`config.mk`:
```
export PLATFORM = sky130hd
export DESIGN_NAME = ctrl_motor
export DESIGN_NICKNAME = d
export VERILOG_FILES = /design/src/rtl/motor_pkg.sv /design/src/rtl/gen_tick.sv /design/src/rtl/ctrl_motor.sv
export SDC_FILE = /design/constraint.sdc
export NUM_CORES = 1
export LEC_CHECK = 0
export ABC_AREA = 0
export ABC_CLOCK_PERIOD_IN_PS = 3500
export CORE_ASPECT_RATIO = 0.6
export CORE_MARGIN = 3
export CORE_UTILIZATION = 57
export CTS_CLUSTER_DIAMETER = 30
export DETAILED_ROUTE_END_ITERATION = 6
export PLACE_DENSITY = 0.81
export SLEW_MARGIN = 20
export SYNTH_ARGS = -nofsm -noshare
export SYNTH_HDL_FRONTEND = slang
export SYNTH_SLANG_ARGS = --single-unit
```
`constraint.sdc`:
```
create_clock -name clk_1 -period 3.5 [get_ports clk_1]
set_clock_uncertainty 0.05 [all_clocks]
set_input_delay 0.7 -clock clk_1 [delete_from_list [all_inputs] [get_ports clk_1]]
set_output_delay 0.7 -clock clk_1 [all_outputs]
set_load 0.01 [all_outputs]
```
`src/rtl/motor_pkg.sv`:
```
// Shared definitions for the stepper command path: FSM state encoding,
// default widths and the ramp period multiplier.
package motor_pkg;

   typedef enum logic [1:0] {
      IDLE = 2'd0,
      RUN  = 2'd1,
      FIN  = 2'd2
   } estado_t;

   localparam int CNT_W_DEF   = 16;
   localparam int DIV_W_DEF   = 16;
   localparam int RAMP_FACTOR = 2;

endpackage

```
`src/rtl/gen_tick.sv`:
```
// Loadable down-counter that paces the step period. tc is a registered
// flag that is high exactly while the count sits at zero; with enable
// active the counter then reloads on the next edge. A reload value of 1
// therefore keeps tc high continuously.
module gen_tick #(
   parameter int W = 17
) (
   input  logic         clk_1,
   input  logic         rst_n,
   input  logic         load,
   input  logic         en,
   input  logic [W-1:0] recarga,
   output logic         tc
);

   logic [W-1:0] cnt;

   // Count down one period; reload on explicit load or on wrap from zero.
   always_ff @(posedge clk_1 or negedge rst_n) begin
      if (!rst_n) begin
         cnt <= '0;
         tc  <= 1'b0;
      end else if (load || (en && cnt == '0)) begin
         cnt <= recarga - W'(1);
         tc  <= (recarga == W'(1));
      end else if (en) begin
         cnt <= cnt - W'(1);
         tc  <= (cnt == W'(1));
      end
   end

endmodule

```
`src/rtl/ctrl_motor.sv`:
```
// Step-command controller: accepts a move (step count, step period) and
// emits one single-cycle motor_activo pulse per step, with busy/done/abort
// status. Optional macro MOTOR_RAMP_EN runs the first RAMP_PASOS steps at
// RAMP_FACTOR times the commanded period.
module ctrl_motor
   import motor_pkg::*;
#(
   parameter int CNT_W      = CNT_W_DEF,
   parameter int DIV_W      = DIV_W_DEF,
   parameter int RAMP_PASOS = 4
) (
   input  logic             clk_1,
   input  logic             rst_n,
   input  logic             start,
   input  logic [CNT_W-1:0] pasos,
   input  logic [DIV_W-1:0] periodo,
   input  logic             parar,
   output logic             motor_activo,
   output logic             ocupado,
   output logic             listo,
   output logic             abortado,
   output logic [CNT_W-1:0] pasos_rest
);

   localparam int TW = DIV_W + 1;

`ifdef MOTOR_RAMP_EN
   localparam bit RAMP_ON = 1'b1;
`else
   localparam bit RAMP_ON = 1'b0;
`endif

   localparam logic [CNT_W-1:0] RAMP_INI = RAMP_ON ? CNT_W'(RAMP_PASOS) : '0;

   estado_t          estado;
   logic [DIV_W-1:0] per_q;
   logic [DIV_W-1:0] per_in;
   logic [DIV_W-1:0] per_sel;
   logic [CNT_W-1:0] ramp_rest;
   logic             rampa;
   logic [TW-1:0]    recarga;
   logic             tick_load;
   logic             tick_en;
   logic             tc;

   // Select the period for the step being timed: the incoming command when
   // loading from IDLE, otherwise the latched one; double it during the ramp.
   always_comb begin
      per_in    = (periodo == '0) ? DIV_W'(1) : periodo;
      per_sel   = (estado == IDLE) ? per_in : per_q;
      rampa     = (estado == IDLE) ? (RAMP_INI != '0) : (ramp_rest > CNT_W'(1));
      recarga   = rampa ? (TW'(per_sel) * TW'(RAMP_FACTOR)) : TW'(per_sel);
      tick_load = (estado == IDLE) && start && (pasos != '0);
      tick_en   = (estado == RUN);
   end

   gen_tick #(
      .W(TW)
   ) u_tick (
      .clk_1  (clk_1),
      .rst_n  (rst_n),
      .load   (tick_load),
      .en     (tick_en),
      .recarga(recarga),
      .tc     (tc)
   );

   // Command FSM with registered status/pulse outputs; parar overrides a
   // coinciding terminal count so that step is neither pulsed nor counted.
   always_ff @(posedge clk_1 or negedge rst_n) begin
      if (!rst_n) begin
         estado       <= IDLE;
         motor_activo <= 1'b0;
         ocupado      <= 1'b0;
         listo        <= 1'b0;
         abortado     <= 1'b0;
         pasos_rest   <= '0;
         per_q        <= '0;
         ramp_rest    <= '0;
      end else begin
         motor_activo <= 1'b0;
         listo        <= 1'b0;
         case (estado)
            IDLE: begin
               if (start) begin
                  pasos_rest <= pasos;
                  per_q      <= per_in;
                  ramp_rest  <= RAMP_INI;
                  abortado   <= 1'b0;
                  ocupado    <= 1'b1;
                  estado     <= (pasos == '0) ? FIN : RUN;
               end
            end
            RUN: begin
               if (parar) begin
                  abortado <= 1'b1;
                  estado   <= FIN;
               end else if (tc) begin
                  motor_activo <= 1'b1;
                  pasos_rest   <= pasos_rest - CNT_W'(1);
                  if (ramp_rest != '0) begin
                     ramp_rest <= ramp_rest - CNT_W'(1);
                  end
                  if (pasos_rest == CNT_W'(1)) begin
                     estado <= FIN;
                  end
               end
            end
            FIN: begin
               listo   <= 1'b1;
               ocupado <= 1'b0;
               estado  <= IDLE;
            end
            default: estado <= IDLE;
         endcase
      end
   end

endmodule

```
==> results of run 1 <==
-- state kept, by name, indices dropped and copies added (netlist names) --
name and cells:
ocupado 1, u_tick.cnt 17, listo 1, abortado 1
estado 2, u_tick.tc 1, per_q 16, pasos_rest 16
motor_activo 1, ramp_rest 16
-- Yosys cell counts, types with 2 or more instances --
master                     count  area [um2]
sky130_fd_sc_hd__or2_2         7        43.8
sky130_fd_sc_hd__o211ai_1      6        45.0
sky130_fd_sc_hd__clkbuf_1     21        78.8
sky130_fd_sc_hd__nand3_1      24         120
sky130_fd_sc_hd__o21ai_0      35         175
sky130_fd_sc_hd__dfrtp_1      72        1800
sky130_fd_sc_hd__a41oi_1       2        17.5
sky130_fd_sc_hd__buf_1         2        7.51
sky130_fd_sc_hd__xnor2_1      11        96.3
sky130_fd_sc_hd__o221a_2       5        56.3
sky130_fd_sc_hd__nand3b_1      3        22.5
sky130_fd_sc_hd__nor4_1       16         100
sky130_fd_sc_hd__o22ai_1       8        50.1
sky130_fd_sc_hd__nand2b_1      6        37.5
sky130_fd_sc_hd__mux2i_1       2        20.0
sky130_fd_sc_hd__nand4_1       8        50.1
sky130_fd_sc_hd__o31ai_1       2        15.0
sky130_fd_sc_hd__nor3b_1       5        37.5
sky130_fd_sc_hd__o21ai_1      13        65.1
sky130_fd_sc_hd__a21o_1        2        15.0
sky130_fd_sc_hd__or4_1         9        67.6
sky130_fd_sc_hd__nand4b_1      2        17.5
sky130_fd_sc_hd__a31oi_1       3        18.8
sky130_fd_sc_hd__inv_1        13        48.8
sky130_fd_sc_hd__nand2_1      90         338
sky130_fd_sc_hd__o31ai_2       2        25.0
sky130_fd_sc_hd__ha_1          9         113
sky130_fd_sc_hd__a21oi_1      47         235
sky130_fd_sc_hd__a211oi_1      4        30.0
sky130_fd_sc_hd__nor2_1       70         263
sky130_fd_sc_hd__nor3_1       23         115
sky130_fd_sc_hd__nor2b_1       3        18.8
sky130_fd_sc_hd__o221ai_1      4        35.0
sky130_fd_sc_hd__or3_1        11        68.8
sky130_fd_sc_hd__xor2_1       13         114
sky130_fd_sc_hd__a22oi_1       2        15.0
sky130_fd_sc_hd__o32ai_1       2        17.5
-- placed cells by master, fill, tap and decap left out, types with 7 or more instances in the layout --
| master | n |
|---|---|
| sky130_fd_sc_hd__a21oi_1 | 47 |
| sky130_fd_sc_hd__nand3_1 | 24 |
| sky130_fd_sc_hd__nor4_1 | 16 |
| sky130_fd_sc_hd__xnor2_1 | 11 |
| sky130_fd_sc_hd__ha_1 | 8 |
| sky130_fd_sc_hd__buf_4 | 25 |
| sky130_fd_sc_hd__xor2_1 | 13 |
| sky130_fd_sc_hd__clkbuf_16 | 9 |
| sky130_fd_sc_hd__or3_1 | 11 |
| sky130_fd_sc_hd__dfrtp_1 | 72 |
| sky130_fd_sc_hd__or2_2 | 7 |
| sky130_fd_sc_hd__nor2_1 | 69 |
| sky130_fd_sc_hd__o22ai_1 | 8 |
| sky130_fd_sc_hd__nor3_1 | 22 |
| sky130_fd_sc_hd__or4_1 | 9 |
| sky130_fd_sc_hd__inv_1 | 13 |
| sky130_fd_sc_hd__o21ai_0 | 35 |
| sky130_fd_sc_hd__nand4_1 | 8 |
| sky130_fd_sc_hd__o21ai_1 | 13 |
| sky130_fd_sc_hd__clkdlybuf4s50_1 | 54 |
| sky130_fd_sc_hd__nand2_1 | 90 |
-- power groups by stage --
stage | logic [mW] | registers (mW) | clock network (mW)
CTS | 3.03 | 1.64 | 0.956
finish | 3.10 | 1.66 | 0.950
detailed placement | 3.00 | 1.64 | 0
floorplan | 2.05 | 1.54 | 0
global placement | 2.92 | 1.62 | 0
global route | 3.39 | 1.71 | 0.992
-- cell type report --
type / instances / area (um2)
Clock buffer: 10 / 239
Timing Repair Buffer: 79 / 728
Clock inverter: 6 / 67.6
Tap cell: 104 / 130
Sequential cell: 72 / 1800
Fill cell: 561 / 1870
Multi-Input combinational cell: 468 / 2680
Inverter: 13 / 48.8
-- path summary, 6_finish.rpt --
| kind | end | cells after the start | startpoint |
|---|---|---|---|
| hold / removal | per_q[8] | 1 | rst_n |
| setup reg to reg | u_tick.cnt[16] | 8 | ramp_rest[6] |
| setup / recovery | u_tick.cnt[16] | 8 | ramp_rest[6] |
| min in group clk_1 | per_q[4] | 2 | per_q[4] |
| hold reg to reg | per_q[4] | 2 | per_q[4] |
| max in group asynchronous | per_q[5] | 1 | rst_n |
-- worst max-delay path, stage by stage, from the launching register on --
cell                        delay, ns
sky130_fd_sc_hd__dfrtp_1         0.40
sky130_fd_sc_hd__or4_1           0.63
sky130_fd_sc_hd__or4_4           0.63
sky130_fd_sc_hd__nor2_2          0.23
sky130_fd_sc_hd__o211ai_1        0.23
sky130_fd_sc_hd__a2111oi_4       0.43
sky130_fd_sc_hd__nand3_1         0.21
sky130_fd_sc_hd__or3_1           0.39
sky130_fd_sc_hd__nand3_1         0.07
-- routing by layer --
| metal | vias up | global-route usage [%] | share of wire, % | wire (um) |
|---|---|---|---|---|
| met4 | 0 | 11.3 | 2.2 | 299 |
| met1 | 2278 | 43.3 | 44 | 6040 |
| met5 | - | 0 | 0 | 0 |
| met3 | 40 | 6.97 | 9.8 | 1330 |
| met2 | 305 | 46.4 | 44 | 5920 |
| li1 | 2220 | - | - | - |
-- cells by family (layout without fill, tap and decap cells) --
family,Yosys count,count (layout),synth area share (%)
compound gates,147,147,20.1
fa+ha+maj,9,9,2.44
mux,2,2,0.433
xor+xnor,24,24,4.55
flops,72,72,39.0
buf+inv,38,108,3.28
simple gates,286,286,30.2
-- what timing repair did --
| action | CTS | global route |
|---|---|---|
| resized for setup | 0 | 3 |
| hold buffers | 0 | 0 |
| endpoints found under the setup margin | 0 | 4 |
==> results.sh, run 1 <==
export IMPL_internal_power_mw=3.05
export IMPL_timing_slew_headroom_pct=37.3
export IMPL_pre_cts_worst_setup_slack_ns=0.0383
export IMPL_critPathLaunchType="register"
export IMPL_cts_setup_buffers=0
export IMPL_total_power_mw=5.71
export IMPL_initial_standard_cell_utilization_of_the_core_pct=61.0
export IMPL_timing_worst_setup_path_type="register to register"
export IMPL_io_buffer_count=55
export IMPL_cts_buffer_depth=2
export IMPL_htree_num_levels=3
export IMPL_via_count_of_the_first_global_routing_pass=4458
export IMPL_synthesis_nets=623
export IMPL_diodes=0
export IMPL_placed_cells_incl_taps=736
export IMPL_placement_cell_area_mm2=0.00538
export IMPL_outcome="completed"
export IMPL_ys_types=58
export IMPL_ant_nets=0
export IMPL_die_w_um=122
export IMPL_worst_slack_ns=0.164
export IMPL_max_cap_violations=0
export IMPL_routed_via_count=4843
export IMPL_vias_per_cell=6.44
export IMPL_asyncSetResetFlopFracSynth_pct=100
export IMPL_powerDensity_mw_per_mm2=1000
export IMPL_layout_drive_gt1_share_pct=10.5
export IMPL_clock_sinks=72
export IMPL_synth_yosys_warnings=0
export IMPL_total_cts_buffers=9
export IMPL_switching_power_mw=2.67
export IMPL_switching_share_of_power_pct=46.7
export IMPL_comb_power_share_pct=54.3
export IMPL_synth_edff_count=0
export IMPL_grt_pass1_wl_mm=22.1
export IMPL_worst_ep_arrival_time_ns=3.56
export IMPL_critPathRequiredTime_ns=3.73
export IMPL_antenna_violations_before_repair=0
export IMPL_holdWs_ns=0.410
export IMPL_cts_root_buffer="sky130_fd_sc_hd__clkbuf_16"
export IMPL_clock_power_share_pct=16.6
export IMPL_worstPathMaxFanout=12
export IMPL_reg_to_reg_setup_timing_slack_ns=0.16
export IMPL_final_critical_path_share_of_the_clock_period_pct=95.3
export IMPL_crit_path_end_kind="register"
export IMPL_drt_first_pass_iters=5
export IMPL_utilization_pct=75.3
export IMPL_report_final_hold_viol_count=0
export IMPL_synth_avg_cell_area_um2=7.99
export IMPL_fin_setup_tns_ns=0
export IMPL_drt_iter0_markers=802
export IMPL_rsz0062_at_grt="no"
export IMPL_finalWorstPathRequiredPeriod_ns=3.34
export IMPL_syn_cell_area_mm2=0.00462
export IMPL_wl_per_cell_um=18.1
export IMPL_design_final_nets=688
export IMPL_clk_pin_slew_worst_paths_ns=0.06
export IMPL_instances_no_fill=752
export IMPL_largest_net_degree_at_the_start_of_global_routing=73
export IMPL_peakVddDrop_mv=0.445
export IMPL_setup_viol_count_final=0
export IMPL_max_slew_worst_pin_slew_ns=0.941
export IMPL_core_rows=24
export IMPL_synth_yosys_seq_area_share_pct=39.0
export IMPL_drcViolationCount=0
export IMPL_seq_power_share_pct=29.1
export IMPL_place_gp_congestion=0.986
export IMPL_floorplan_io_pins=56
export IMPL_die_area_mm2=0.00926
export IMPL_slew_viol_final=0
export IMPL_max_clock_freq_mhz=300
export IMPL_synth_flop_cell="sky130_fd_sc_hd__dfrtp_1"
export IMPL_syn2layout_area_growth_pct=23.4
export IMPL_placeable_core_area_mm2=0.00757
export IMPL_synthesized_instance_count=578
export IMPL_vertical_extent_of_the_die_um=75.7
export IMPL_finish_instance_area_mm2=0.00570
export IMPL_worstHoldPathType="primary input to async pin"
export IMPL_clock_insertion_delay_worst_skew_ns=0.35
export IMPL_cellLeakagePower_nw=2.29
export IMPL_wl_mm=13.6
export IMPL_groute_usage_overall_pct=30.6
export IMPL_dp_hpwl_mm=9.61
export IMPL_cts_tree="yes"
export IMPL_grt_overflow=0
export IMPL_synth_seq_cells=72
Note: power is estimated with default switching activity, not from simulation.
==> run 2, diff against run 1 <==
- CORE_ASPECT_RATIO: 0.6 -> default
- CORE_MARGIN: 3 -> default
- CORE_UTILIZATION: 57 -> 58
- CTS_BUF_LIST: default -> sky130_fd_sc_hd__clkbuf_4
- PLACE_DENSITY: 0.81 -> 0.83
==> run 2 against run 1 <==
  * Non-clock buffer count is 1 higher
  * Final cell count decreased by 0.13%
  * Power is 9.2% lower
  * Die area decreased by 10%
  * Combinational power fell by 2%
  * Sequential share of layout area increased by 0.92 points
  * Count of clock-buffer cells in the layout fell by 1
  * Fmax down 1.4%
  * Worst setup slack worse by 0.048 ns
  * Core utilization shrank 3.6 points
  * Flip-flop and latch count is the same
  * Critical endpoint unchanged
  * Largest power group unchanged
==> results.sh, run 2 (same netlist as run 1, synthesis figures left out) <==
export IMPL_place_gp_congestion=0.922
export IMPL_finish_instance_area_mm2=0.00554
export IMPL_timing_worst_setup_path_type="register to register"
export IMPL_antenna_violations_before_repair=0
export IMPL_largest_net_degree_at_the_start_of_global_routing=52
export IMPL_peakVddDrop_mv=0.517
export IMPL_max_clock_freq_mhz=296
export IMPL_worst_path_most_repeated_cell="sky130_fd_sc_hd__nand3_1"
export IMPL_vias_per_cell=6.17
export IMPL_worstHoldPathType="primary input to async pin"
export IMPL_dp_hpwl_mm=8.95
export IMPL_crit_path_end_kind="register"
export IMPL_cellLeakagePower_nw=2.22
export IMPL_layout_drive_gt1_share_pct=10.2
export IMPL_core_rows=32
export IMPL_wl_mm=12.3
export IMPL_ant_nets=0
export IMPL_outcome="completed"
export IMPL_critPathRequiredTime_ns=3.83
export IMPL_cts_hold_buffers=0
export IMPL_mostFrequentLayoutCells="90 x sky130_fd_sc_hd__nand2_1, 72 x sky130_fd_sc_hd__dfrtp_1, 69 x sky130_fd_sc_hd__nor2_1, 54 x sky130_fd_sc_hd__clkdlybuf4s50_1, 47 x sky130_fd_sc_hd__a21oi_1"
export IMPL_io_buffer_count=55
export IMPL_comb_power_share_pct=58.8
export IMPL_via_count_of_the_first_global_routing_pass=4271
export IMPL_max_cap_violations=0
export IMPL_clock_insertion_delay_worst_skew_ns=0.43
export IMPL_largest_register_ff_count=17
export IMPL_clk_pin_slew_worst_paths_ns=0.13
export IMPL_internal_power_mw=2.68
export IMPL_drt_first_pass_iters=5
export IMPL_diodes=0
export IMPL_rsz0062_at_grt="no"
export IMPL_grt_pass1_wl_mm=20.3
export IMPL_setup_viol_count_final=0
export IMPL_drcViolationCount=0
export IMPL_cp_slowest_cell="sky130_fd_sc_hd__or4_1"
export IMPL_timing_slew_headroom_pct=44.7
export IMPL_routed_via_count=4633
export IMPL_powerDensity_mw_per_mm2=937
export IMPL_wl_per_cell_um=16.4
export IMPL_final_critical_path_share_of_the_clock_period_pct=96.7
export IMPL_design_final_nets=689
export IMPL_drt_iter0_markers=353
export IMPL_htree_num_levels=3
export IMPL_die_area_mm2=0.00833
export IMPL_cts_repair_resized=0
export IMPL_seq_power_share_pct=30.8
export IMPL_cts_setup_buffers=0
export IMPL_initial_standard_cell_utilization_of_the_core_pct=59.8
export IMPL_groute_usage_overall_pct=30.7
export IMPL_cts_tree="yes"
export IMPL_critPathLaunchType="register"
export IMPL_switching_power_mw=2.51
export IMPL_total_cts_buffers=9
export IMPL_placement_cell_area_mm2=0.00540
export IMPL_max_slew_worst_pin_slew_ns=0.821
export IMPL_clock_power_share_pct=10.4
export IMPL_finalWorstPathRequiredPeriod_ns=3.38
export IMPL_holdWs_ns=0.183
export IMPL_worstPathMaxFanout=12
export IMPL_slew_viol_final=0
export IMPL_worst_ep_arrival_time_ns=3.71
export IMPL_floorplan_io_pins=56
export IMPL_clock_sinks=72
export IMPL_grt_overflow=0
export IMPL_switching_share_of_power_pct=48.4
export IMPL_cts_buffer_depth=2
export IMPL_report_final_hold_viol_count=0
export IMPL_registers_top_by_ff_count="u_tick.cnt"
export IMPL_syn2layout_area_growth_pct=19.9
export IMPL_most_common_library_cell_in_the_layout_ignoring_fill_and_taps="sky130_fd_sc_hd__nand2_1"
export IMPL_reg_to_reg_setup_timing_slack_ns=0.12
export IMPL_cp_slowest_stage_delay_ns=0.62
export IMPL_cts_root_buffer="sky130_fd_sc_hd__clkbuf_4"
export IMPL_fin_setup_tns_ns=0
export IMPL_placeable_core_area_mm2=0.00773
export IMPL_worstPathCellList="or4_1, or4_4, nor2_1, o211ai_1, a2111oi_4, nand3_1, or3_1, nand3_1"
export IMPL_die_w_um=91.2
export IMPL_vertical_extent_of_the_die_um=91.2
-- run 2: routing by layer --
layer  part of all wire [%]  wire length, um  global-route usage [%]  up-vias
met5                      0                0                       0        -
met4                    2.1              256                    13.0        0
met3                    6.4              783                    4.02       26
met2                     47             5800                    48.9      199
met1                     44             5440                    42.2     2171
li1                       -                -                       -     2237
-- run 2: path summary, 6_finish.rpt --
path / endpoint / depth (start not counted) / startpoint
max in group asynchronous: per_q[1] / 2 / rst_n
min in group clk_1: per_q[4] / 2 / per_q[4]
hold / removal: u_tick.cnt[9] / 1 / rst_n
hold reg to reg: per_q[4] / 2 / per_q[4]
setup / recovery: u_tick.cnt[16] / 8 / ramp_rest[6]
setup reg to reg: u_tick.cnt[16] / 8 / ramp_rest[6]
-- run 2: metrics by stage --
stage	worst slack [ns]	total power [mW]	util, %	cells
floorplan	0.269	3.59	-	578
global placement	0.161	4.50	69.9	735
detailed placement	0.0468	4.60	69.9	735
CTS	0.140	5.14	71.6	751
global route	0.000829	5.58	71.7	751
finish	0.116	5.19	71.7	751
-- run 2: final cells by class --
| type | count | area [um2] |
|---|---|---|
| Clock buffer | 9 | 67.6 |
| Clock inverter | 7 | 70.1 |
| Fill cell | 594 | 2190 |
| Inverter | 13 | 48.8 |
| Multi-Input combinational cell | 468 | 2680 |
| Sequential cell | 72 | 1800 |
| Tap cell | 102 | 128 |
| Timing Repair Buffer | 80 | 746 |
-- run 2: power by group through the flow --
stage          Combinational [mW]  Sequential (mW)  Clock (mW)
4_1_cts                      3.02             1.58       0.542
6_report                     3.05             1.60       0.539
3_5_place_dp                 3.00             1.60           0
5_1_grt                      3.35             1.65       0.578
3_3_place_gp                 2.92             1.58           0
2_1_floorplan                2.05             1.54           0
-- run 2: critical path: cells and delay by family (launching register included) --
kind | cells | cell delay (ns)
and+or+nand+nor | 6 | 2.16
AOI/OAI and AO/OA | 2 | 0.68
DFF | 1 | 0.43
==> run 3, diff against run 2 <==
- CORE_ASPECT_RATIO: default -> 0.7
- SLEW_MARGIN: 20 -> 25
==> run 3 against run 2 <==
  * Fmax grew 1.0%
  * Power grew 3.2%
  * Highest routed layer unchanged
  * Largest cell class unchanged
  * Wire length grew 3.7%
  * Critical endpoint unchanged
==> results.sh, run 3 (same netlist as run 1, synthesis figures left out) <==
export IMPL_worst_ep_arrival_time_ns=3.69
export IMPL_drt_first_pass_iters=6
export IMPL_layout_drive_gt1_share_pct=10.5
export IMPL_timing_slew_headroom_pct=50.2
export IMPL_critPathLaunchType="register"
export IMPL_instances_no_fill=747
export IMPL_report_final_hold_viol_count=0
export IMPL_final_critical_path_share_of_the_clock_period_pct=95.7
export IMPL_outcome="completed"
export IMPL_placement_cell_area_mm2=0.00539
export IMPL_fin_setup_tns_ns=0
export IMPL_antenna_violations_before_repair=0
export IMPL_wl_per_cell_um=17.0
export IMPL_groute_usage_overall_pct=32.3
export IMPL_total_cts_buffers=9
export IMPL_slew_viol_final=0
export IMPL_switching_power_mw=2.54
export IMPL_clock_sinks=72
export IMPL_design_final_nets=689
export IMPL_placeable_core_area_mm2=0.00751
export IMPL_cts_root_buffer="sky130_fd_sc_hd__clkbuf_4"
export IMPL_switching_share_of_power_pct=47.4
export IMPL_pre_cts_worst_setup_slack_ns=0.0536
export IMPL_internal_power_mw=2.82
export IMPL_finalWorstPathRequiredPeriod_ns=3.35
export IMPL_htree_num_levels=3
export IMPL_critPathRequiredTime_ns=3.84
export IMPL_finish_instance_area_mm2=0.00558
export IMPL_initial_standard_cell_utilization_of_the_core_pct=61.5
export IMPL_vertical_extent_of_the_die_um=76.7
export IMPL_largest_register_ff_count=17
export IMPL_clk_pin_slew_worst_paths_ns=0.13
export IMPL_cts_buffer_depth=2
export IMPL_worstHoldPathType="primary input to async pin"
export IMPL_max_cap_violations=0
export IMPL_peakVddDrop_mv=0.526
export IMPL_most_common_library_cell_in_the_layout_ignoring_fill_and_taps="sky130_fd_sc_hd__nand2_1"
export IMPL_powerDensity_mw_per_mm2=959
export IMPL_registers_top_by_ff_count="u_tick.cnt"
export IMPL_worstPathMaxFanout=12
export IMPL_wl_mm=12.7
export IMPL_die_area_mm2=0.00833
export IMPL_diodes=0
export IMPL_clock_insertion_delay_worst_skew_ns=0.44
export IMPL_largest_net_degree_at_the_start_of_global_routing=73
export IMPL_worst_slack_ns=0.151
export IMPL_routed_via_count=4725
export IMPL_core_rows=26
export IMPL_clock_power_share_pct=12.6
export IMPL_grt_overflow=0
export IMPL_dp_hpwl_mm=9.11
export IMPL_syn2layout_area_growth_pct=20.8
export IMPL_cts_setup_buffers=0
export IMPL_cts_hold_buffers=0
export IMPL_setup_viol_count_final=0
export IMPL_floorplan_io_pins=56
export IMPL_io_buffer_count=55
export IMPL_seq_power_share_pct=30.5
export IMPL_placed_cells_incl_taps=731
export IMPL_max_clock_freq_mhz=299
export IMPL_vias_per_cell=6.33
export IMPL_mostFrequentLayoutCells="89 x sky130_fd_sc_hd__nand2_1, 72 x sky130_fd_sc_hd__dfrtp_1, 69 x sky130_fd_sc_hd__nor2_1, 54 x sky130_fd_sc_hd__clkdlybuf4s50_1, 46 x sky130_fd_sc_hd__a21oi_1"
export IMPL_drt_iter0_markers=458
export IMPL_grt_pass1_wl_mm=21.1
export IMPL_holdWs_ns=0.219
export IMPL_ant_nets=0
export IMPL_drcViolationCount=0
export IMPL_comb_power_share_pct=56.9
export IMPL_reg_to_reg_setup_timing_slack_ns=0.15
export IMPL_crit_path_end_kind="register"
export IMPL_timing_worst_setup_path_type="register to register"
export IMPL_rsz0062_at_grt="no"
export IMPL_place_gp_congestion=0.973
export IMPL_via_count_of_the_first_global_routing_pass=4374
export IMPL_die_w_um=109
export IMPL_max_slew_worst_pin_slew_ns=0.747
export IMPL_cellLeakagePower_nw=2.24
export IMPL_cts_tree="yes"
## run 3: changes by cell type in the layout (fill, tap and decap cells not counted), sizes merged
cell / delta
bufinv: +2
inv: -1
clkinvlp: -2
clkinv: +1
## run 3: area by class of cell
cell class	instances	area (um2)
multi-input combinational	468	2690
inverter	13	48.8
tap	98	123
clock inverter	7	110
fill	565	1930
clock buffer	9	67.6
sequential	72	1800
timing repair buffer	80	746
## run 3: per-stage QoR
step                      total power, mW  util [%]
after detailed placement             4.59      71.8
final                                5.36      74.3
after CTS                            5.29      74.1
after global placement               4.51      71.8
after floorplan                      3.59         -
after global routing                 5.77      74.3
## run 3: worst paths after layout
| kind | cells past startpoint | end | start |
|---|---|---|---|
| max reg2reg | 8 | u_tick.cnt[16] | ramp_rest[6] |
| min | 2 | per_q[10] | rst_n |
| min in group clk_1 | 2 | per_q[4] | per_q[4] |
| min reg2reg | 2 | per_q[4] | per_q[4] |
| max in group asynchronous | 2 | ramp_rest[15] | rst_n |
| max | 8 | u_tick.cnt[16] | ramp_rest[6] |
## run 3: layer usage
layer	GRT usage [%]	part of all wire, %	up-vias
met4	8.65	1.4	0
met3	6.80	8.5	25
met2	47.2	44	251
li1	-	-	2223
met5	0	0	-
met1	48.2	46	2226
## run 3: power groups by stage
stage	clock network [mW]	logic, mW	registers (mW)
finish	0.674	3.05	1.63
global route	0.717	3.37	1.68
CTS	0.688	2.99	1.61
detailed placement	0	2.97	1.63
global placement	0	2.90	1.61
floorplan	0	2.05	1.54
## run 3: worst max-delay path, stage by stage, from the launching register on
cell and delay [ns]:
sky130_fd_sc_hd__dfrtp_1 0.42, sky130_fd_sc_hd__or4_1 0.62, sky130_fd_sc_hd__or4_4 0.63, sky130_fd_sc_hd__nor2_2 0.27, sky130_fd_sc_hd__o211ai_1 0.24, sky130_fd_sc_hd__a2111oi_4 0.41
sky130_fd_sc_hd__nand3_1 0.21, sky130_fd_sc_hd__or3_1 0.39, sky130_fd_sc_hd__nand3_1 0.07
## run 3: what timing repair did
| action | in CTS | in global routing |
|---|---|---|
| hold endpoints to repair | 0 | 0 |
| gates resized for setup | 0 | 4 |
| endpoints found under the setup margin | 0 | 5 |
